`src/rtl/robo_pkg.sv`:
```
// Shared state encoding and sensor dispatch rule for the wall-following robot controller.
// Latency: purely combinational helpers, no state.
// Backpressure: none; sensors are level signals sampled every cycle.
package robo_pkg;

    localparam int ESTADO_W = 3;

    typedef enum logic [ESTADO_W-1:0] {
        INICIAL           = 3'd0,
        PROCURANDO_MURO   = 3'd1,
        ROTACIONANDO      = 3'd2,
        ACOMPANHANDO_MURO = 3'd3,
        REMOCAO           = 3'd4,
        STANDBY           = 3'd5
    } estado_t;

    // Fixed sensor priority: under > barrier > head > left, otherwise keep searching.
    function automatic estado_t despacho(
        input logic head,
        input logic left,
        input logic under,
        input logic barrier
    );
        estado_t prox;
        if (under) begin
            prox = STANDBY;
        end else if (barrier) begin
            prox = REMOCAO;
        end else if (head) begin
            prox = ROTACIONANDO;
        end else if (left) begin
            prox = ACOMPANHANDO_MURO;
        end else begin
            prox = PROCURANDO_MURO;
        end
        return prox;
    endfunction

endpackage

```
`src/rtl/robo_temporizador.sv`:
```
// Loadable down-counter timing rotation and removal actions; fim is high in the last action cycle.
// Latency: load takes effect on the next edge; fim is decoded from the count register.
// Backpressure: none; a load always wins over counting.
module robo_temporizador #(
    parameter int LARGURA = 3
) (
    input  logic               clock,
    input  logic               reset,
    input  logic               carregar,
    input  logic [LARGURA-1:0] valor,
    output logic               fim
);

    logic [LARGURA-1:0] contagem;

    // Count holds the cycles left in the current action, including the present one.
    always_ff @(posedge clock) begin
        if (reset) begin
            contagem <= '0;
        end else if (carregar) begin
            contagem <= valor;
        end else if (contagem != '0) begin
            contagem <= contagem - 1'b1;
        end
    end

    assign fim = (contagem == LARGURA'(1));

endmodule

```
`src/rtl/robo_seguidor_param.sv`:
```
// Wall-following robot controller with timed rotation/removal, bounded retries; odometer under ROBO_ODOMETRIA_EN.
// Latency: one cycle, all outputs registered; a sensor sampled at edge n shows after edge n.
// Backpressure: none; actions run for fixed cycle counts, only under or reset cut them short.
module robo_seguidor_param
    import robo_pkg::*;
#(
    parameter int GIRO_CICLOS    = 4,
    parameter int REMOCAO_CICLOS = 3,
    parameter int MAX_TENTATIVAS = 2,
    parameter int PASSOS_W       = 8
) (
    input  logic                clock,
    input  logic                reset,
    input  logic                head,
    input  logic                left,
    input  logic                under,
    input  logic                barrier,
    output logic                avancar,
    output logic                girar,
    output logic                remover,
    output logic [ESTADO_W-1:0] estado,
    output logic                erro,
    output logic [PASSOS_W-1:0] passos
);

    localparam int TMR_MAX = (GIRO_CICLOS > REMOCAO_CICLOS) ? GIRO_CICLOS : REMOCAO_CICLOS;
    localparam int TMR_W   = $clog2(TMR_MAX + 1);
    localparam int TENT_W  = $clog2(MAX_TENTATIVAS + 1);

    estado_t             estado_q;
    estado_t             estado_prox;
    logic [TENT_W-1:0]   tentativas;
    logic [TENT_W-1:0]   tentativas_prox;
    logic [TENT_W-1:0]   tentativas_mais;
    logic                erro_set;
    logic                fim;
    logic                carregar;
    logic [TMR_W-1:0]    valor_carga;

    // One timer serves both actions since they never overlap.
    robo_temporizador #(
        .LARGURA (TMR_W)
    ) u_temporizador (
        .clock    (clock),
        .reset    (reset),
        .carregar (carregar),
        .valor    (valor_carga),
        .fim      (fim)
    );

    // Next state, retry bookkeeping and timer load for back-to-back actions.
    always_comb begin
        estado_prox     = estado_q;
        erro_set        = 1'b0;
        tentativas_prox = tentativas;
        tentativas_mais = tentativas + 1'b1;

        case (estado_q)
            INICIAL, PROCURANDO_MURO, ACOMPANHANDO_MURO: begin
                estado_prox = despacho(head, left, under, barrier);
            end
            ROTACIONANDO: begin
                if (under) begin
                    estado_prox = STANDBY;
                end else if (fim) begin
                    estado_prox = despacho(head, left, under, barrier);
                end
            end
            REMOCAO: begin
                if (under) begin
                    estado_prox = STANDBY;
                end else if (fim) begin
                    if (!barrier) begin
                        estado_prox = despacho(head, left, under, barrier);
                    end else if (tentativas_mais == TENT_W'(MAX_TENTATIVAS)) begin
                        estado_prox = STANDBY;
                        erro_set    = 1'b1;
                    end else begin
                        estado_prox     = REMOCAO;
                        tentativas_prox = tentativas_mais;
                    end
                end
            end
            STANDBY: begin
                estado_prox = STANDBY;
            end
            default: begin
                estado_prox = STANDBY;
            end
        endcase

        // Any way out of removal forgets previous failed attempts.
        if (estado_prox != REMOCAO) begin
            tentativas_prox = '0;
        end

        // Reload on a fresh entry or when an action chains into another one at its last cycle.
        carregar    = ((estado_prox == ROTACIONANDO) || (estado_prox == REMOCAO)) &&
                      ((estado_prox != estado_q) || fim);
        valor_carga = (estado_prox == ROTACIONANDO) ? TMR_W'(GIRO_CICLOS) : TMR_W'(REMOCAO_CICLOS);
    end

    // State and Moore outputs are registered together so outputs track the state exactly.
    always_ff @(posedge clock) begin
        if (reset) begin
            estado_q   <= INICIAL;
            tentativas <= '0;
            erro       <= 1'b0;
            avancar    <= 1'b0;
            girar      <= 1'b0;
            remover    <= 1'b0;
        end else begin
            estado_q   <= estado_prox;
            tentativas <= tentativas_prox;
            erro       <= erro | erro_set;
            avancar    <= (estado_prox == PROCURANDO_MURO) || (estado_prox == ACOMPANHANDO_MURO);
            girar      <= (estado_prox == ROTACIONANDO);
            remover    <= (estado_prox == REMOCAO);
        end
    end

    assign estado = estado_q;

`ifdef ROBO_ODOMETRIA_EN
    logic [PASSOS_W-1:0] passos_q;

    // Count forward-motion cycles, sticking at the top value instead of wrapping.
    always_ff @(posedge clock) begin
        if (reset) begin
            passos_q <= '0;
        end else if (avancar && (passos_q != '1)) begin
            passos_q <= passos_q + 1'b1;
        end
    end

    assign passos = passos_q;
`else
    assign passos = '0;
`endif

endmodule

```
`config.mk`:
```
export PLATFORM = sky130hd
export DESIGN_NAME = robo_seguidor_param
export DESIGN_NICKNAME = d
export VERILOG_FILES = /design/src/rtl/robo_pkg.sv /design/src/rtl/robo_temporizador.sv /design/src/rtl/robo_seguidor_param.sv
export SDC_FILE = /design/constraint.sdc
export NUM_CORES = 1
export LEC_CHECK = 0
export CORE_MARGIN = 5
export CORE_UTILIZATION = 25
export DETAILED_ROUTE_END_ITERATION = 8
export DONT_BUFFER_PORTS = 1
export SLEW_MARGIN = 20
export SYNTH_ARGS = -nofsm -noshare
export SYNTH_HDL_FRONTEND = slang
export SYNTH_SLANG_ARGS = --single-unit
```
`constraint.sdc`:
```
create_clock -name clock -period 3.55 [get_ports clock]
set_clock_uncertainty 0.05 [all_clocks]
set_input_delay 0.355 -clock clock [delete_from_list [all_inputs] [get_ports clock]]
set_output_delay 0.355 -clock clock [all_outputs]
set_load 0.005 [all_outputs]
```
==> results of run 1 <==
==> power groups by stage <==
stage	clock network (µW)	logic (µW)	registers, µW
6_report	109	187	184
5_1_grt	121	212	188
4_1_cts	113	189	185
3_5_place_dp	0	187	187
3_3_place_gp	0	183	186
2_1_floorplan	0	172	180
==> how the worst min path moves through the flow <==
stage	to	slack, ns
global route	estado[1]	0.08
floorplan	erro	0.41
finish	estado[0]	0.09
global placement	estado[0]	0.38
CTS	estado[0]	0.09
detailed placement	estado[0]	0.38
==> cell families after synthesis <==
logic type | after synthesis
AND/OR/NAND/NOR | 28
AO/OA/AOI/OAI | 15
buffers and inverters | 15
flip-flops | 12
adder cells (fa/ha/maj) | 4
multiplexers | 4
XOR/XNOR | 2
other | 1
==> registers in the layout, indices dropped and copies added, names as in the netlist <==
signal	cells
avancar	1
erro	1
estado	3
girar	1
remover	1
tentativas	2
u_temporizador.contagem	3
==> layout make-up <==
| cell class | instances | area (µm²) | share of cell area (%) |
|---|---|---|---|
| Multi-Input combinational cell | 61 | 430.4 | 56.03 |
| Inverter | 6 | 22.52 | 2.932 |
| Tap cell | 31 | 38.79 | 5.049 |
| Clock buffer | 4 | 36.28 | 4.723 |
| Sequential cell | 12 | 240.2 | 31.27 |
==> placed cells by master, fill, tap and decap left out, drive strengths merged <==
| cell type | count |
|---|---|
| nor3 | 3 |
| nand2b | 2 |
| a31oi | 2 |
| and3 | 1 |
| mux2i | 1 |
| clkbuf | 4 |
| a31o | 1 |
| inv | 6 |
| xnor2 | 2 |
| a32oi | 1 |
| nor2 | 13 |
| o21ai | 3 |
| conb | 8 |
| nand3 | 3 |
| nor3b | 2 |
| a211oi | 3 |
| a21oi | 4 |
| ha | 4 |
| dfxtp | 12 |
| nor2b | 2 |
| o211ai | 1 |
| nor4b | 2 |
| mux2 | 3 |
==> per-layer routing <==
metal / wire, µm / vias to the layer above / GRT usage (%) / share of wire [%]
met5: 0 / - / 0 / 0
met4: 29 / 0 / 5.714 / 2.0
met3: 136 / 2 / 2.627 / 9.3
met2: 630 / 17 / 11.56 / 43
met1: 659 / 230 / 8.842 / 45
li1: - / 271 / - / -
==> per-stage QoR <==
stage                     setup WS (ns)  total power (µW)  hold slack, ns  instance area [µm²]  utilization (%)
after detailed placement          1.489             373.7          0.3804                732.0            26.32
after floorplan                   1.650             351.3          0.4105                757.0                -
after CTS                         1.461             486.0         0.08506                768.2            27.62
final                             1.482             479.9         0.09363                768.2            27.62
after global placement            1.540             369.0          0.3782                732.0            26.32
after global routing              1.348             521.2         0.07677                768.2            27.62
==> out/qor.yml, run 1 <==
status: "finished clean"
worstSetupStartpointType: "register"
grt_max_degree: 11
synthAdderAreaFrac_pct: 6.849
root_buffer: "clkbuf_4"
nFillCells: 297
hold_path.class: "in2reg"
synthCells: 81
hold_depth: 1
p_sw_uw: 161.3
arrival_ns: 2.18
synth_area_um2: 730.7
cts_buffers: 3
worstPathRequired_ns: 3.67
finalCriticalPeriod_ns: 2.068
fmax_ghz: 0.4836
synthArstFlopShare_pct: 0
fin_nets: 94
vias: 520
pwr-share-clk_pct: 22.7
overflow: 0
crit_path_start: "u_temporizador.contagem[1]"
worstSkewPairLatency_ns: 0.27
grt_first_pass_wirelength_mm: 2.470
cts_setup_buffers: 0
initial_core_util_pct: 26.27
hpwl_mm: 1.131
core_um2: 2781
ios: 21
grt_pass1_vias: 544
r2r_slack_ns: 1.48
fin_crit_sh_pct: 58.25
reg2regPathDepth: 7
final_layout_size_suffix_gt1_share_pct: 18.07
end_kind: "register"
crit_chain: "inv_1 > ha_1 > nor4b_2 > and3_2 > a32oi_2 > nor2b_4 > mux2_4"
maxSlewViolCount: 0
placementRows: 19
cts_resized: 0
cts_tree: "built"
h-tree-depth: 1
fp.dieW_um: 64.06
synth_ff_type: "dfxtp_1"
r2r-end: "u_temporizador.contagem[0]"
combPwrFrac_pct: 39.0
switching_share_pct: 33.62
min-delay-start: "reset"
drt_iter0_markers: 39
cp.buffers_inverters: 1
seq_power_share_pct: 38.3
path_depth: 7
path_delay_family: "simple AND/OR/NAND/NOR gates"
port_buffers: 0
power_density_nw_per_um2: 624.7
peakVddDrop_uv: 276.0
yosysMostFrequentCell: "nor2_1"
num_antenna_cells: 0
setup_tns_ns: 0
ys.warnings.count: 0
r2r-start: "u_temporizador.contagem[1]"
synth.yosys.seq_area_share_pct: 32.88
final_cells: 114
drt-wirelength-per-cell_um: 12.76
ys_types: 29
area_delta_synth_final_pct: 5.137
viasPerCell: 4.561
drv_cap: 0
synth_top_family_by_area: "simple AND/OR/NAND/NOR gates"
ys_seq_elements: 12
yosysTopAreaCellShare_pct: 32.88
clockBufferDepth: 2
cts_hold_buf: 0
ys_top_cells_by_area: "dfxtp_1 33%, buf_4 8.2%, ha_1 6.8%, nor2_1 6.7%, mux2_4 6.2%"
p_int_uw: 318.6
endpoint: "u_temporizador.contagem[0]"
critPathSlowestCell: "dfxtp_1"
die_y_um: 64.06
yosysTopAreaCell: "dfxtp_1"
firstDrtPassIters: 2
cp_max_fo: 5
antenna_found_initial: 0
worstSetupPathType: "reg2reg"
yosys.area_share.simple_pct: 23.29
placedCellCount: 110
grtUsageTotal_pct: 7.656
synth_mux_area_share_pct: 7.534
finalHoldViolations: 0
routed_wl_mm: 1.455
syn_avg_cell_area_um2: 9.021
drc: 0
clk_pin_slew_worst_paths_ns: 0.08
synth_xor_area_share_pct: 2.397
finalSetupViolCount: 0
netlist_top_cells_count: "13 x nor2_1, 12 x dfxtp_1, 8 x buf_4"
gp_congestion: 0.8030
leakage_uw: 0.0003143
cts.sink_count: 12
synth_edf_count: 0
max_stage_delay_ns: 0.33
rsz0062_at_grt: "false"
design.die.area_um2: 4104
synth_compound_area_share_pct: 14.73
drtAntennaViolNets: 0
No activity file was read; power rests on OpenSTA's default activity.
==> run 2: changes to the inputs <==
- clock period: 3.55 -> 1.85 ns (I/O delays scaled with it)
==> run 2 against run 1 <==
Utilization grew 2.2 points. Via count grew 6.2%. Total power grew 110%. First-iteration DRC count shrank 51%. Worst setup slack lost 1.4 ns. Critical path depth is the same. Largest cell class unchanged.
==> out/qor.yml, run 2 (synthesis gave the netlist of run 1 again) <==
drt_iter0_markers: 19
worstSetupStartpointType: "register"
placedCellCount: 113
viasPerCell: 4.678
placementRows: 19
cp.buffers_inverters: 1
finalSetupViolCount: 0
arrival_ns: 1.88
maxSlewViolCount: 0
drtAntennaViolNets: 0
firstDrtPassIters: 4
vias: 552
crit_chain: "inv_2 > ha_4 > nor4b_4 > and3_4 > a32oi_2 > nor2b_4 > mux2_4"
antenna_found_initial: 0
worstPathRequired_ns: 1.95
overflow: 0
fin_area_um2: 828.3
setup_tns_ns: 0
worstSetupPathType: "reg2reg"
area_delta_synth_final_pct: 13.36
core_um2: 2781
cp_max_fo: 3
hold_path.class: "in2reg"
clockBufferDepth: 2
design.die.area_um2: 4104
grtUsageTotal_pct: 6.981
power_density_nw_per_um2: 1193
finalCriticalPeriod_ns: 1.777
critPathSlowestCell: "dfxtp_2"
peakVddDrop_uv: 574.3
grt_pass1_vias: 517
ios: 21
fin_nets: 98
end_kind: "register"
cts_buffers: 3
root_buffer: "clkbuf_4"
utilization_pct: 29.78
gp_congestion: 0.7676
grt_first_pass_wirelength_mm: 2.318
layout_setup_ws_ns: 0.07338
drv_cap: 0
h-tree-depth: 1
grt_max_degree: 9
fp.dieW_um: 64.06
final_cells: 118
cts.sink_count: 12
cts_tree: "built"
initial_core_util_pct: 26.27
routed_wl_mm: 1.481
mostFrequentLayoutCell: "nor2_1"
port_buffers: 0
cts_setup_buffers: 0
drt-wirelength-per-cell_um: 12.55
die_y_um: 64.06
rsz0062_at_grt: "false"
drc: 0
max_stage_delay_ns: 0.34
hpwl_mm: 1.144
mostFrequentLayoutCells: "13 x nor2_1, 10 x dfxtp_1, 8 x conb_1"
status: "finished clean"
fmax_ghz: 0.5629
place_ws_ns: 0.03883
path_delay_family: "simple AND/OR/NAND/NOR gates"
fin_crit_sh_pct: 96.03
placed_cell_area_um2: 770.7
worstSkewPairLatency_ns: 0.26
num_antenna_cells: 0
final_layout_size_suffix_gt1_share_pct: 25.29
leakage_uw: 0.0003346
clk_pin_slew_worst_paths_ns: 0.07
finalHoldViolations: 0
[run 2: final cells by class]
class	instances	area, µm²
Fill cell	294	1953
Multi-Input combinational cell	61	455.4
Sequential cell	12	242.7
Tap cell	31	38.79
Clock buffer	4	36.28
Timing Repair Buffer	4	32.53
Inverter	6	22.52
[run 2: report_power, final]
| group | total (µW) | leakage, µW | switching, µW | internal, µW |
|---|---|---|---|---|
| Clock | 202 | 0.0000210 | 82.5 | 119 |
| Sequential | 363 | 0.0000992 | 57.4 | 305 |
| Combinational | 423 | 0.000214 | 191 | 232 |
| Total | 988 | 0.000335 | 331 | 657 |
[run 2: path summary, 6_finish.rpt]
kind,startpoint,slack [ns],endpoint,cells past startpoint
worst max-delay path,u_temporizador.contagem[1],0.07,u_temporizador.contagem[1],7
worst min-delay path,reset,0.07,estado[2],2
worst max register to register,u_temporizador.contagem[1],0.07,u_temporizador.contagem[1],7
worst min register to register,tentativas[1],0.45,tentativas[1],2
[run 2: routing by layer]
layer / wire, µm / vias up / share of wire (%) / GRT usage, %
met5: 0 / - / 0 / 0
met4: 14 / 0 / 0.95 / 3.117
met3: 135 / 2 / 9.1 / 2.627
met2: 671 / 17 / 45 / 10.55
met1: 659 / 257 / 44 / 8.765
li1: - / 276 / - / -
[run 2: per-stage QoR]
stage	hold slack (ns)	total power, µW
after floorplan	0.3486	695.4
after global placement	0.2092	761.3
after detailed placement	0.2086	766.9
after CTS	0.05189	983.8
after global routing	0.05212	1062
final	0.06709	987.9
[run 2: what timing repair did]
item	4_1_cts	5_1_grt
setup endpoints to repair	0	5
hold endpoints to repair	5	0
hold buffers	1	0
gates resized for setup	0	3
